[config.mk]
export PLATFORM = sky130hd
export DESIGN_NAME = alu_seq
export DESIGN_NICKNAME = d
export VERILOG_FILES = /design/src/rtl/alu_pkg.sv /design/src/rtl/alu_mul_iter.sv /design/src/rtl/alu_seq.sv
export SDC_FILE = /design/constraint.sdc
export NUM_CORES = 1
export LEC_CHECK = 0
export CAP_MARGIN = 40
export CORE_MARGIN = 1.5
export CORE_UTILIZATION = 60
export CTS_BUF_LIST = sky130_fd_sc_hd__clkbuf_8 sky130_fd_sc_hd__clkbuf_16
export DETAILED_ROUTE_END_ITERATION = 8
export PLACE_DENSITY_LB_ADDON = 0.05
export SYNTH_ARGS = -nofsm -noshare
export SYNTH_HDL_FRONTEND = slang
export SYNTH_SLANG_ARGS = --single-unit
[constraint.sdc]
create_clock -name clk -period 4.35 [get_ports clk]
set_input_delay 0.87 -clock clk [delete_from_list [all_inputs] [get_ports clk]]
set_output_delay 0.87 -clock clk [all_outputs]
set_load 0.005 [all_outputs]
[src/rtl/alu_pkg.sv]
// alu_pkg: shared definitions for the handshaked sequential ALU.
//   - op encodings presented on the op port
//   - controller state encoding
//   - bit positions of {N,Z,C,V} inside the flags bus
package alu_pkg;

    typedef enum logic [2:0] {
        OP_ADD  = 3'b000,
        OP_SUB  = 3'b001,
        OP_AND  = 3'b010,
        OP_NOTB = 3'b011,
        OP_OR   = 3'b100,
        OP_XOR  = 3'b101,
        OP_SHL  = 3'b110,
        OP_MUL  = 3'b111
    } alu_op_e;

    typedef enum logic [0:0] {
        IDLE     = 1'b0,
        MUL_BUSY = 1'b1
    } alu_state_e;

    localparam int FLAG_N = 3;
    localparam int FLAG_Z = 2;
    localparam int FLAG_C = 1;
    localparam int FLAG_V = 0;

endpackage

[src/rtl/alu_mul_iter.sv]
// alu_mul_iter: iterative unsigned shift-add multiplier.
//   clk, reset   clock, asynchronous active-high reset
//   i_start      load operands and begin (ignored while running)
//   i_a, i_b     multiplicand / multiplier, WIDTH bits
//   o_done       high during the final iteration cycle
//   o_product    2*WIDTH product, valid while o_done is high
module alu_mul_iter
    import alu_pkg::*;
#(
    parameter int WIDTH = 16
) (
    input  logic                 clk,
    input  logic                 reset,
    input  logic                 i_start,
    input  logic [WIDTH-1:0]     i_a,
    input  logic [WIDTH-1:0]     i_b,
    output logic                 o_done,
    output logic [2*WIDTH-1:0]   o_product
);

    localparam int CW = $clog2(WIDTH + 1);

    logic               r_busy;
    logic [CW-1:0]      r_cnt;
    logic [2*WIDTH-1:0] r_mcand;
    logic [WIDTH-1:0]   r_mplier;
    logic [2*WIDTH-1:0] r_acc;
    logic [2*WIDTH-1:0] w_acc_nxt;

    assign w_acc_nxt = r_acc + (r_mplier[0] ? r_mcand : '0);

    // The last partial product is folded in combinationally so the
    // caller can register the full product on the final iteration edge.
    assign o_done    = r_busy && (r_cnt == CW'(1));
    assign o_product = w_acc_nxt;

    always_ff @(posedge clk or posedge reset) begin
        if (reset) begin
            r_busy   <= 1'b0;
            r_cnt    <= '0;
            r_mcand  <= '0;
            r_mplier <= '0;
            r_acc    <= '0;
        end else if (i_start && !r_busy) begin
            r_busy   <= 1'b1;
            r_cnt    <= CW'(WIDTH);
            r_mcand  <= {{WIDTH{1'b0}}, i_a};
            r_mplier <= i_b;
            r_acc    <= '0;
        end else if (r_busy) begin
            r_acc    <= w_acc_nxt;
            r_mcand  <= r_mcand << 1;
            r_mplier <= r_mplier >> 1;
            r_cnt    <= r_cnt - CW'(1);
            if (r_cnt == CW'(1)) begin
                r_busy <= 1'b0;
            end
        end
    end

endmodule

[src/rtl/alu_seq.sv]
// alu_seq: valid/ready ALU with registered result, {N,Z,C,V} flags and a
// sticky overflow bit.
//   clk, reset             clock, asynchronous active-high reset
//   in_valid/in_ready      operation handshake (op, ain, bin)
//   out_valid/out_ready    result handshake (result, flags)
//   busy                   multiply in progress
//   ovf_sticky/clr_sticky  sticky V of delivered results / synchronous clear
//
// state    | meaning
// IDLE     | single-cycle ops accepted whenever the output slot is free
// MUL_BUSY | iterative multiply running; no new operation accepted
module alu_seq
    import alu_pkg::*;
#(
    parameter int WIDTH      = 16,
    parameter int ENABLE_MUL = 1
) (
    input  logic             clk,
    input  logic             reset,
    input  logic             in_valid,
    output logic             in_ready,
    input  logic [2:0]       op,
    input  logic [WIDTH-1:0] ain,
    input  logic [WIDTH-1:0] bin,
    output logic             out_valid,
    input  logic             out_ready,
    output logic [WIDTH-1:0] result,
    output logic [3:0]       flags,
    output logic             busy,
    output logic             ovf_sticky,
    input  logic             clr_sticky
);

    localparam int SW = $clog2(WIDTH);

    alu_state_e         r_state, w_state_nxt;
    logic               r_out_valid;
    logic [WIDTH-1:0]   r_result;
    logic [3:0]         r_flags;
    logic               r_ovf_sticky;

    logic               w_in_ready, w_busy;
    logic               w_accept, w_xfer, w_is_mul, w_single, w_mul_start;
    logic               w_mul_done;
    logic [2*WIDTH-1:0] w_product;
    logic [WIDTH:0]     w_sum, w_shl;
    logic [WIDTH-1:0]   w_res;
    logic               w_c, w_v;
    logic [3:0]         w_flags, w_mul_flags;

    assign w_accept    = in_valid && w_in_ready;
    assign w_xfer      = r_out_valid && out_ready;
    assign w_is_mul    = (op == OP_MUL) && (ENABLE_MUL != 0);
    assign w_single    = w_accept && !w_is_mul;
    assign w_mul_start = w_accept && w_is_mul;

    generate
        if (ENABLE_MUL != 0) begin : g_mul
            alu_mul_iter #(.WIDTH(WIDTH)) u_mul (
                .clk       (clk),
                .reset     (reset),
                .i_start   (w_mul_start),
                .i_a       (ain),
                .i_b       (bin),
                .o_done    (w_mul_done),
                .o_product (w_product)
            );
        end else begin : g_no_mul
            assign w_mul_done = 1'b0;
            assign w_product  = '0;
        end
    endgenerate

    // Single-cycle datapath; MUL with the multiplier disabled yields 0.
    always_comb begin
        w_sum = '0;
        w_shl = '0;
        w_res = '0;
        w_c   = 1'b0;
        w_v   = 1'b0;
        case (op)
            OP_ADD: begin
                w_sum = {1'b0, ain} + {1'b0, bin};
                w_res = w_sum[WIDTH-1:0];
                w_c   = w_sum[WIDTH];
                w_v   = (ain[WIDTH-1] ^ bin[WIDTH-1] ^ w_sum[WIDTH-1]) ^ w_sum[WIDTH];
            end
            OP_SUB: begin
                w_sum = {1'b0, ain} + {1'b0, ~bin} + {{WIDTH{1'b0}}, 1'b1};
                w_res = w_sum[WIDTH-1:0];
                w_c   = w_sum[WIDTH];
                w_v   = (ain[WIDTH-1] ^ ~bin[WIDTH-1] ^ w_sum[WIDTH-1]) ^ w_sum[WIDTH];
            end
            OP_AND:  w_res = ain & bin;
            OP_NOTB: w_res = ~bin;
            OP_OR:   w_res = ain | bin;
            OP_XOR:  w_res = ain ^ bin;
            OP_SHL: begin
                // Shifting a WIDTH+1 vector leaves A[WIDTH-s] in the top bit.
                w_shl = {1'b0, ain} << bin[SW-1:0];
                w_res = w_shl[WIDTH-1:0];
                w_c   = w_shl[WIDTH];
            end
            default: w_res = '0;
        endcase
    end

    assign w_flags     = {w_res[WIDTH-1], (w_res == '0), w_c, w_v};
    assign w_mul_flags = {w_product[WIDTH-1], (w_product[WIDTH-1:0] == '0),
                          1'b0, (w_product[2*WIDTH-1:WIDTH] != '0)};

    always_ff @(posedge clk or posedge reset) begin
        if (reset) begin
            r_state <= IDLE;
        end else begin
            r_state <= w_state_nxt;
        end
    end

    always_comb begin
        w_state_nxt = r_state;
        case (r_state)
            IDLE:     if (w_mul_start) w_state_nxt = MUL_BUSY;
            MUL_BUSY: if (w_mul_done)  w_state_nxt = IDLE;
            default:  w_state_nxt = IDLE;
        endcase
    end

    always_comb begin
        w_in_ready = (r_state == IDLE) && (!r_out_valid || out_ready);
        w_busy     = (r_state == MUL_BUSY);
    end

    always_ff @(posedge clk or posedge reset) begin
        if (reset) begin
            r_out_valid <= 1'b0;
            r_result    <= '0;
            r_flags     <= '0;
        end else if (w_single) begin
            r_out_valid <= 1'b1;
            r_result    <= w_res;
            r_flags     <= w_flags;
        end else if (w_mul_done) begin
            r_out_valid <= 1'b1;
            r_result    <= w_product[WIDTH-1:0];
            r_flags     <= w_mul_flags;
        end else if (w_xfer) begin
            r_out_valid <= 1'b0;
        end
    end

    always_ff @(posedge clk or posedge reset) begin
        if (reset) begin
            r_ovf_sticky <= 1'b0;
        end else if (w_xfer && r_flags[FLAG_V]) begin
            r_ovf_sticky <= 1'b1;
        end else if (clr_sticky) begin
            r_ovf_sticky <= 1'b0;
        end
    end

    assign in_ready   = w_in_ready;
    assign busy       = w_busy;
    assign out_valid  = r_out_valid;
    assign result     = r_result;
    assign flags      = r_flags;
    assign ovf_sticky = r_ovf_sticky;

endmodule

==> reports/results.txt, run 1 <==
Status -> finished clean
Final Setup Violations -> 0
Largest net degree at the start of global routing -> 109
Post-synth top flop -> dfrtp_1
DRC Markers -> 0
Post-CTS Hold Buffers -> 0
Post-synth ARST share -> 1.00
Min Hold Slack -> 0.491 ns
First-pass GRT wire length -> 48,200 um
Hold crit path type -> reg2reg
I/O pins -> 64
Netlist cell types -> 89
Post-synth EDFFs -> 0
Mapped cell area -> 0.0101 mm^2
LEAKAGE -> 5.12 nW
Top-count cell post-synth -> nand2_1
Worst-Skew Late Latency -> 0.37 ns
Worst setup SP type -> primary input
Maximum VDD drop -> 0.000222 V
Synth top cells by count -> nand2_1 (210), o21ai_0 (132), dfrtp_1 (108)
TritonCTS Buffers -> 9
Post-route ant nets -> 0
Critical Path AT -> 4.39 ns
Pwr/cell area -> 209 mW/mm^2
Vias in the first global route -> 9,223
Placer Congestion -> 1.00
Post-CTS setup buffers -> 0
Worst Setup Slack, final -> 0.211 ns
Crit. End Element -> flip-flop
Total GRT Usage -> 0.346
Mapped Cells -> 1,288
Final count of hold timing violations -> 0
Initial Util -> 0.611
Clock Path Buffers -> 2
Die H -> 133 um
Worst-margin pin slew -> 0.701 ns
Port Buffers -> 63
Relative slew slack -> 0.533
Core area -> 0.0165 mm^2
Worst EP required -> 4.60 ns
CTS tree -> done
Mapped Avg Cell Area -> 7.84 um^2
Dpl ws -> -0.147 ns
Share of layout cells above drive strength 1 -> 0.110
Slew Limit Fails -> 0
Vias/cell -> 6.20
GR Overflow Total -> 0
Antenna diodes -> 0
Drt pass-1 iters -> 5
Unrepaired setup endpoints after global routing -> false
Clk slew on worst S/H paths -> 0.08 ns
Crit path kind -> in2reg
Register area share after synthesis -> 0.268
Max cap viols -> 0
Die footprint -> 0.0176 mm^2
Post-layout util -> 0.711
Drt total wl -> 30,200 um
Clk_skew -> 0.0149 ns
Final period util -> 0.951
Fmax -> 242 MHz
Synth warn -> 0
Filler Cells Inserted -> 1,357
Finished Cell Area -> 0.0118 mm^2
Placed instance area -> 0.0114 mm^2
#FFs+latches synth -> 108
Clk sinks -> 108
Final Critical Period -> 4.14 ns
Largest area contributor in the netlist -> dfrtp_1
Worst-path fanout max -> 3
DRT iter0 DRCs -> 856
CTS root buf -> clkbuf_16
Area Overhead vs Synth -> 16.5%
Rows -> 47
Detailed placement HPWL -> 22,900 um
Nets -> 1,509
H-tree depth -> 3
Synth area leaders -> dfrtp_1 (27%), ha_1 (11%), nand2_1 (7.8%)
Via count -> 9,959
Synth top area share -> 0.268
Net count after synthesis -> 1,416
Initial antenna violation count -> 1
Chip width -> 133 um
Routed WL per cell -> 18.8 um
==> final timing paths <==
kind,start,to,slack (ns),cells past startpoint
max in group asynchronous,reset,result[14],2.90,3
worst max register to register,g_mul.u_mul.r_mplier[0],flags[0],0.24,14
worst max-delay path,ain[0],flags[0],0.21,15
worst min-delay path,g_mul.u_mul.r_mplier[1],g_mul.u_mul.r_mplier[0],0.49,2
worst min register to register,g_mul.u_mul.r_mplier[1],g_mul.u_mul.r_mplier[0],0.49,2
min in group asynchronous,reset,g_mul.u_mul.r_mcand[23],0.98,3
==> power by group <==
part | internal, mW | switching [mW]
sequential | 1.00 | 0.0000000000000000113
combinational | 0.258 | 0.344
clock | 0.422 | 0.435
==> per-stage QoR <==
| step | cells | setup TNS, ns | power [mW] |
|---|---|---|---|
| floorplan | 1288 | 0 | 1.36 |
| global placement | 1590 | -0.231 | 1.60 |
| detailed placement | 1590 | -0.343 | 1.60 |
| CTS | 1606 | 0 | 2.46 |
| global route | 1606 | 0 | 2.55 |
| finish | 1606 | 0 | 2.46 |
==> state kept, by name (all words and copies together), names as in the netlist <==
signal	cells
g_mul.u_mul.r_mplier	16
g_mul.u_mul.r_acc	32
flags	3
g_mul.u_mul.r_cnt	5
busy	1
g_mul.u_mul.r_busy	1
g_mul.u_mul.r_mcand	32
result	16
ovf_sticky	1
out_valid	1
==> what timing repair did <==
action / CTS / global route
resized for setup: 0 / 3
hold endpoints to repair: 0 / 0
setup endpoints to repair: 0 / 2
==> critical path: stages <==
cell and delay, ns:
clkdlybuf4s50_1 0.49, inv_1 0.11, ha_1 0.19, inv_1 0.06
fa_1 0.39, nor2b_1 0.17, o311ai_2 0.30, a21oi_1 0.15
a221o_1 0.36, a21oi_1 0.20, o31ai_1 0.14, a221o_1 0.34
or3_1 0.35, a21oi_1 0.16, o22ai_1 0.10
==> metal layers <==
metal	GRT usage	wire [um]	vias up
li1	-	-	4782
met4	0.137	1110	2
met5	0	21	-
met2	0.507	12700	457
met1	0.500	13800	4639
met3	0.0732	2600	79
==> placed cells by master, fill, tap and decap left out, types with 5 or more instances in the layout <==
master             n
o21ai_1            6
or4_1              5
a221oi_1           6
nand2_1          210
nor2_1            86
a21oi_1           84
nand2b_1          11
and3_1             7
mux2i_1           52
nand4_1            8
o21ai_0          132
xor2_1            17
mux4_1             5
o221ai_1           8
a211oi_1          21
nor2b_1           12
and2_1            37
nor3_1            21
o211ai_1          14
or3_1              8
buf_4             96
a31oi_1           11
a21o_1            15
o22ai_1           13
a211o_1            7
o21a_1             6
nand3_1           29
clkdlybuf4s50_1   63
clkbuf_16          9
xnor2_1           18
inv_1             64
a22o_1             5
nor4_1             5
ha_1              85
dfrtp_1          107
==> cells by family after synthesis <==
family	Yosys count	share of synthesized area
fa+ha+maj	88	0.111
xor+xnor	35	0.0304
flops	108	0.268
simple gates	458	0.211
buf+inv	148	0.0591
mux	63	0.0750
compound gates	388	0.245
==> layout make-up <==
| cell class | instances | area (um^2) | area share |
|---|---|---|---|
| sequential | 108 | 2710 | 0.230 |
| timing repair buffer | 161 | 1390 | 0.118 |
| clock buffer | 10 | 239 | 0.0203 |
| clock inverter | 6 | 62.6 | 0.00532 |
| inverter | 69 | 264 | 0.0225 |
| multi-input combinational | 1032 | 6820 | 0.580 |
| tap | 220 | 275 | 0.0234 |
Note: power is estimated with default switching activity, not from simulation.
==> run 2: changes to the inputs <==
- MAX_ROUTING_LAYER: not set -> met4
- SETUP_SLACK_MARGIN: not set -> 0.3
==> run 2 against run 1 <==
Fmax rose by 5.2%. Sequential power barely moved. Via count rose by 1.3%. Register-to-register slack improved by 0.18 ns. Flip-flop and latch count did not move. Total power rose by 3.3%. Cell area rose by 1.8%. Clock power rose by 5.3%. Die area did not move. Critical path depth fell by 1. Clock skew fell by 0.0054 ns. Count of clock-buffer cells in the layout fell by 1. Critical endpoint unchanged.
==> reports/results.txt, run 2 (synthesis gave the netlist of run 1 again) <==
Clk_skew -> 0.00951 ns
Vias/cell -> 6.27
Initial Util -> 0.611
Chip width -> 133 um
Unrepaired setup endpoints after global routing -> false
CP Cell Sequence -> buf_4, and2_1, ha_1, a21oi_1, o211ai_1, a21boi_2, a31oi_4, and4b_1, a311oi_2, o2111ai_1, or4_1, nor4b_2, buf_4, o22ai_1
Worst setup SP type -> flip-flop
Placer Congestion -> 1.03
Crit path to -> flags[0]
DRC Markers -> 0
Post-route ant nets -> 0
Registers with the most flip-flops -> g_mul.u_mul.r_acc: 32 flops, g_mul.u_mul.r_mcand: 32 flops
Crit path kind -> reg2reg
Nets -> 1,512
Maximum VDD drop -> 0.000221 V
Final period util -> 0.904
First-pass GRT wire length -> 49,100 um
CTS tree -> done
DRT iter0 DRCs -> 909
Final Setup Violations -> 0
CTS root buf -> clkbuf_16
Total GRT Usage -> 0.364
Clock Path Buffers -> 2
Storage cell area -> 0.00271 mm^2
Setup TNS -> 0 ns
Area of the multi-input gates -> 0.00699 mm^2
Antenna diodes -> 0
Critical path depth -> 14
Core area -> 0.0165 mm^2
Port Buffers -> 63
Hold crit path type -> reg2reg
LEAKAGE -> 5.16 nW
TritonCTS Buffers -> 9
Post-CTS Hold Buffers -> 0
Share of layout cells above drive strength 1 -> 0.138
Worst-Skew Late Latency -> 0.37 ns
Drt pass-1 iters -> 5
Die H -> 133 um
Min Hold Slack -> 0.489 ns
Filler Cells Inserted -> 1,339
Worst-margin pin slew -> 0.894 ns
Rows -> 47
Area Overhead vs Synth -> 18.5%
Reg2Reg Depth -> 14
Worst EP required -> 4.60 ns
GR Overflow Total -> 0
Worst r2r src -> g_mul.u_mul.r_mplier[0]
Detailed placement HPWL -> 23,200 um
Final Critical Period -> 3.93 ns
Most frequent CP cell -> buf_4
Final count of hold timing violations -> 0
Crit path from -> g_mul.u_mul.r_mplier[0]
Clk slew on worst S/H paths -> 0.08 ns
Pwr/cell area -> 213 mW/mm^2
Buf/Inv on CP -> 2
Drt total wl -> 31,100 um
Die footprint -> 0.0176 mm^2
Vias in the first global route -> 9,220
Clk sinks -> 108
Relative slew slack -> 0.404
Family with the most delay on the worst path -> compound AO/OA/AOI/OAI gates
I/O pins -> 64
Max incr delay on CP -> 0.47 ns
Via count -> 10,100
Critical Path AT -> 4.18 ns
Commonest non-fill, non-tap cells in the layout -> nand2_1 (210), o21ai_0 (130), dfrtp_1 (107)
Max cap viols -> 0
Status -> finished clean
Fmax -> 254 MHz
Worst-path fanout max -> 16
Largest net degree at the start of global routing -> 109
Crit. End Element -> flip-flop
Slowest cell on crit path -> or4_1
Commonest non-fill, non-tap cell in the layout -> nand2_1
Reg2reg end -> flags[0]
Initial antenna violation count -> 0
Worst R2R Setup Slack -> 0.42 ns
H-tree depth -> 3
Post-layout util -> 0.724
Slew Limit Fails -> 0
Routed WL per cell -> 19.3 um
## run 2: power breakdown
group | switching [mW] | internal [mW]
registers | 0.0000000000000000111 | 1.00
clock network | 0.440 | 0.462
logic | 0.364 | 0.275
## run 2: tightest hold or removal path, stage by stage (launching register included)
cell and delay, ns:
dfrtp_1 0.35, nand2_1 0.05, o21ai_0 0.06
## run 2: layout make-up
cell class                 count  share of cell area
tap                          220              0.0230
clock inverter                 7             0.00763
inverter                      69              0.0221
multi-input combinational   1032               0.584
timing repair buffer         164               0.118
clock buffer                   9              0.0188
sequential                   108               0.226
## run 2: metrics by stage
step | cells | total power [mW] | setup WS [ns] | instance area, um^2
after floorplan | 1288 | 1.36 | 0.515 | 10100
after global placement | 1587 | 1.60 | -0.111 | 11400
after detailed placement | 1587 | 1.60 | -0.189 | 11400
after CTS | 1603 | 2.50 | 0.303 | 11700
after global routing | 1609 | 2.63 | 0.246 | 12000
final | 1609 | 2.54 | 0.417 | 12000
## run 2: timing repair
| item | CTS | global route |
|---|---|---|
| gates resized for setup | 4 | 42 |
| endpoints found under the setup margin | 3 | 3 |
| setup buffers | 0 | 6 |
| pin swaps | 1 | 14 |
## run 2: worst min-delay path by stage
stage	start	end	slack, ns	depth (start not counted)
floorplan	g_mul.u_mul.r_mplier[1]	g_mul.u_mul.r_mplier[0]	0.45	2
detailed placement	g_mul.u_mul.r_mplier[4]	g_mul.u_mul.r_mplier[3]	0.47	2
global placement	g_mul.u_mul.r_mplier[4]	g_mul.u_mul.r_mplier[3]	0.46	2
finish	g_mul.u_mul.r_mplier[1]	g_mul.u_mul.r_mplier[0]	0.49	2
CTS	g_mul.u_mul.r_mplier[4]	g_mul.u_mul.r_mplier[3]	0.49	2
global route	g_mul.u_mul.r_mplier[1]	g_mul.u_mul.r_mplier[0]	0.51	2
## run 2: layer usage
layer  vias up  share of wire  global-route usage
met2       455           0.43               0.540
met1      4785           0.44               0.500
li1       4782              -                   -
met4         0          0.036               0.130
met5         -              0                   -
met3        70          0.089              0.0678
